`src/rtl/shifter_pkg.sv`:
```
// Shared definitions for the serial left shifter: FSM state encoding and
// the default data/counter widths used by the top level and the encoder.
package shifter_pkg;

  // Default data width and the matching shift-count width.
  localparam int WIDTH = 16;
  localparam int CNT_W = 4;

  // Controller states: waiting, shifting one bit per cycle, result ready.
  typedef enum logic [1:0] {
    IDLE  = 2'd0,
    SHIFT = 2'd1,
    DONE  = 2'd2
  } state_t;

endpackage : shifter_pkg

```
`src/rtl/lsb_priority_enc.sv`:
```
// Lowest-set-bit priority encoder. Returns the index of the least
// significant 1 in vec_i; bit 0 has the highest priority and any higher
// set bits are ignored. valid_o is low when vec_i is all zeros, in which
// case idx_o reads as 0.
module lsb_priority_enc
  import shifter_pkg::*;
#(
  parameter int WIDTH = shifter_pkg::WIDTH,
  parameter int IDX_W = $clog2(WIDTH)
) (
  input  logic [WIDTH-1:0] vec_i,
  output logic [IDX_W-1:0] idx_o,
  output logic             valid_o
);

  // Scan from the top bit down so the lowest set bit is the last one written.
  always_comb begin
    idx_o   = '0;
    valid_o = 1'b0;
    for (int i = WIDTH - 1; i >= 0; i--) begin
      if (vec_i[i]) begin
        idx_o   = IDX_W'(i);
        valid_o = 1'b1;
      end
    end
  end

endmodule : lsb_priority_enc

```
`src/rtl/serial_left_shifter.sv`:
```
// Serial left shifter. On an accepted start the operand d is captured and
// shifted left one bit per clock, k times, where k is the index of the
// lowest set bit of n. Bits leaving the top are OR-ed into an overflow
// flag. busy is high while shifting; done pulses for one cycle when w and
// ovf are valid, and both hold until the next accepted start.
module serial_left_shifter
  import shifter_pkg::*;
#(
  parameter int WIDTH = shifter_pkg::WIDTH
) (
  input  logic             clk,
  input  logic             rst,
  input  logic             start,
  input  logic [WIDTH-1:0] d,
  input  logic [WIDTH-1:0] n,
  output logic [WIDTH-1:0] w,
  output logic             busy,
  output logic             done,
  output logic             ovf
);

  localparam int CW = $clog2(WIDTH);

  state_t           state_q, state_d;
  logic [WIDTH-1:0] acc_q, acc_d;
  logic [CW-1:0]    cnt_q, cnt_d;
  logic             ovf_q, ovf_d;
  logic             busy_q, busy_d;
  logic             done_q, done_d;

  logic [CW-1:0]    k_idx;
  logic             k_valid;
  logic             accept;

  lsb_priority_enc #(
    .WIDTH (WIDTH),
    .IDX_W (CW)
  ) u_enc (
    .vec_i   (n),
    .idx_o   (k_idx),
    .valid_o (k_valid)
  );

  // A new request is only taken while not shifting, so an in-flight
  // operation can never be disturbed by start.
  assign accept = start && ((state_q == IDLE) || (state_q == DONE));

  // Next-state logic: load on accept, shift while the counter is nonzero,
  // then spend exactly one cycle in DONE. A zero selector loads a zero
  // operand so the result is 0 with no overflow.
  always_comb begin
    state_d = state_q;
    acc_d   = acc_q;
    cnt_d   = cnt_q;
    ovf_d   = ovf_q;

    unique case (state_q)
      IDLE: begin
        if (accept) begin
          state_d = SHIFT;
          acc_d   = k_valid ? d : '0;
          cnt_d   = k_valid ? k_idx : '0;
          ovf_d   = 1'b0;
        end
      end

      SHIFT: begin
        if (cnt_q != '0) begin
          acc_d = acc_q << 1;
          ovf_d = ovf_q | acc_q[WIDTH-1];
          cnt_d = cnt_q - CW'(1);
        end else begin
          state_d = DONE;
        end
      end

      DONE: begin
        if (accept) begin
          state_d = SHIFT;
          acc_d   = k_valid ? d : '0;
          cnt_d   = k_valid ? k_idx : '0;
          ovf_d   = 1'b0;
        end else begin
          state_d = IDLE;
        end
      end

      default: begin
        state_d = IDLE;
      end
    endcase

    busy_d = (state_d == SHIFT);
    done_d = (state_d == DONE);
  end

  // All state lives here; reset aborts any operation without a done pulse.
  always_ff @(posedge clk or posedge rst) begin
    if (rst) begin
      state_q <= IDLE;
      acc_q   <= '0;
      cnt_q   <= '0;
      ovf_q   <= 1'b0;
      busy_q  <= 1'b0;
      done_q  <= 1'b0;
    end else begin
      state_q <= state_d;
      acc_q   <= acc_d;
      cnt_q   <= cnt_d;
      ovf_q   <= ovf_d;
      busy_q  <= busy_d;
      done_q  <= done_d;
    end
  end

  assign w    = acc_q;
  assign ovf  = ovf_q;
  assign busy = busy_q;
  assign done = done_q;

endmodule : serial_left_shifter

```
`config.mk`:
```
export PLATFORM = sky130hd
export DESIGN_NAME = serial_left_shifter
export DESIGN_NICKNAME = d
export VERILOG_FILES = /design/src/rtl/shifter_pkg.sv /design/src/rtl/lsb_priority_enc.sv /design/src/rtl/serial_left_shifter.sv
export SDC_FILE = /design/constraint.sdc
export NUM_CORES = 1
export LEC_CHECK = 0
export ABC_AREA = 1
export BUFFER_PORTS_ARGS = -buffer_cell sky130_fd_sc_hd__buf_4
export CAP_MARGIN = 15
export CORE_ASPECT_RATIO = 1.75
export CORE_MARGIN = 1
export CORE_UTILIZATION = 40
export CTS_BUF_LIST = sky130_fd_sc_hd__clkbuf_8
export CTS_CLUSTER_SIZE = 14
export DETAILED_ROUTE_END_ITERATION = 16
export GPL_ROUTABILITY_DRIVEN = 0
export PLACE_DENSITY = 0.72
export SYNTH_ARGS = -nofsm -noshare
export SYNTH_HDL_FRONTEND = slang
export SYNTH_SLANG_ARGS = --single-unit
```
`constraint.sdc`:
```
create_clock -name clk -period 1.8 [get_ports clk]
set_clock_uncertainty 0.2 [all_clocks]
set_input_delay 0.09 -clock clk [delete_from_list [all_inputs] [get_ports clk]]
set_output_delay 0.09 -clock clk [all_outputs]
set_load 0.005 [all_outputs]
```
==> results.cfg <==
[outcome]
status = complete, no violations

[grt]
gr-usage-all-layers_pct = 20.5
grt_first_pass_wirelength_mm = 5.71
grt_max_degree = 26
grt_overflow_total = 0
grt_pass1_vias = 1426
antenna_found_initial = 0

[synthesis]
synth-seq-cells = 25
syn-num-nets = 221
synth_area_um2 = 1400
synth.top_cell.area_share_pct = 44.8
syn_avg_cell_area_um2 = 7.55
yosysWarnings = 0
synth.distinct_cells = 22
yosysTopAreaCell = dfrtp_1
ys_seq_area_share_pct = 44.8
netlist_instances = 185
synth_area_leaders = dfrtp_1, a21oi_1, nor2_1, nand3_1, nand2_1

[placed_design]
dp_cells = 281
dpl.hpwl_mm = 2.52
post-place-ws_ps = 149
portBuffers = 53

[clocking]
clk_latency_ps = 270
cts_buffers = 3
cts.clk_slew.worst_paths_ps = 90
cts_tree = yes
clock_sinks = 25
clk_path_buf_depth = 2
root_buffer = clkbuf_8
htreeDepth = 1

[detailed_routing]
drtIter0Drc = 14
drt_wl_total_mm = 3.47
firstDrtPassIters = 6
vias_per_cell = 4.95
drtAntennaViolNets = 0
drcViolationCount = 0
vias = 1509
wl_per_cell_um = 11.4

[worst_setup_path]
crit_type = primary input to register
start_kind = primary input
endpoint_kind = register
crit_path_max_fanout = 5
rrSetupSlack_ps = 180
worstPathArrival_ps = 1630
cpMaxStageDelayCell = dlygate4sd3_1
crit_required_ps = 1760
path_cells = dlygate4sd3_1, buf_4, inv_1, nand2_1, inv_1, nand2_1, nor3_2, nand2_2, buf_4, a32o_1
cpPeakStageDelay_ps = 540

[sta]
drv_slew = 0
min_period_ps = 1670
hold_viol = 0
worstMarginPinSlew_ps = 314
relSlewSlack_pct = 79.1
rsz0062_at_grt = false
setup_violations = 0
fin_ws_ps = 127
max_freq_mhz = 598
fin_tns_setup_ps = 0
finalCritPeriodShare_pct = 92.9

[finish]
layout_common_cells = buf_4, a21oi_1, nor2_1
fin_cells = 305
final_common_cell = buf_4
post-route-util_pct = 62.5
fill_cells = 314
fin_nets = 297
syn2layout_area_growth_pct = 50.5
antenna_cells = 0
drive_above_1_share_pct = 29.6

[power]
leakage_uw = 0.00106
p_per_area_nw_per_um2 = 1490
vdd.ir_drop.worst_mv = 0.721

[hold_path]
hold_class = primary input to register

[job]
maxCapViolCount = 0

[die]
ios = 54
row_count = 28
core_area_um2 = 3360
die_area_um2 = 3740
start_util_pct = 41.5
die_w_um = 46.7
dieHeight_um = 80.2
layer usage:
metal	GRT usage, %	vias up	share of wire, %
li1	-	755	-
met1	22.0	698	37
met2	38.1	46	57
met3	1.12	10	2.9
met4	9.14	0	2.9
met5	0	-	0
state kept, by name (all words and copies together), names as in the netlist:
name     cells
busy         1
cnt_q        4
done         1
ovf          1
state_q      2
w           16
critical path, delay by kind of cell:
kind | cells | cell delay, ps
buffers and inverters | 5 | 960
AOI/OAI and AO/OA | 1 | 210
and+or+nand+nor | 4 | 360
final cells by class:
class / instances / area (um2) / share of cell area, %
clock buffers: 3 / 41.3 / 1.96
clock inverters: 1 / 5.00 / 0.238
inverters: 25 / 96.3 / 4.58
multi-input cells: 127 / 637 / 30.3
flip-flops and latches: 25 / 626 / 29.8
well taps: 45 / 56.3 / 2.68
repair buffers: 79 / 641 / 30.5
synth_stat cells:
cell type,n
a21oi_1,34
buf_2,3
ha_1,1
inv_2,3
o21ai_2,2
a32o_1,1
buf_4,3
nand3_1,20
xor2_1,1
o21ai_0,2
dfrtp_1,25
nand3_2,2
inv_1,22
a31oi_1,2
nor2_1,27
nand2_2,3
nand4_1,1
clkbuf_1,2
nor4_4,1
or2_4,1
nand2_1,25
nor3_1,4
final timing paths:
path	end	start	cells past startpoint
setup reg to reg	w[12]	cnt_q[0]	8
min in group asynchronous	cnt_q[1]	rst	4
setup / recovery	w[0]	n[2]	10
hold / removal	cnt_q[1]	n[1]	6
hold reg to reg	state_q[1]	state_q[1]	1
max in group asynchronous	cnt_q[0]	rst	4
power by group:
| group | switching, uW | internal (uW) |
|---|---|---|
| logic | 909 | 816 |
| registers | 226 | 859 |
| clock network | 174 | 155 |
| total | 1310 | 1830 |
per-stage QoR:
stage               power (uW)  hold slack, ps  instance area, um2
floorplan                 2130           -82.7                1400
global placement          2740           -31.5                1850
detailed placement        2780           -32.1                1850
CTS                       3140            25.1                2090
global route              3440            48.3                2100
finish                    3140            26.0                2100
timing repair:
item                                    in CTS  in global routing
endpoints found under the setup margin       0                 19
hold endpoints to repair                    44                  0
hold buffers                                19                  0
buffers inserted                             0                  1
resized for setup                            0                  3
cell families after synthesis:
family | after synthesis | synth area share (%)
AO/OA/AOI/OAI | 41 | 15.8
AND/OR/NAND/NOR | 84 | 28.0
adder cells (fa/ha/maj) | 1 | 0.896
buffers and inverters | 33 | 9.95
flip-flops | 25 | 44.8
XOR/XNOR | 1 | 0.627
(Power assumes the default switching activity.)
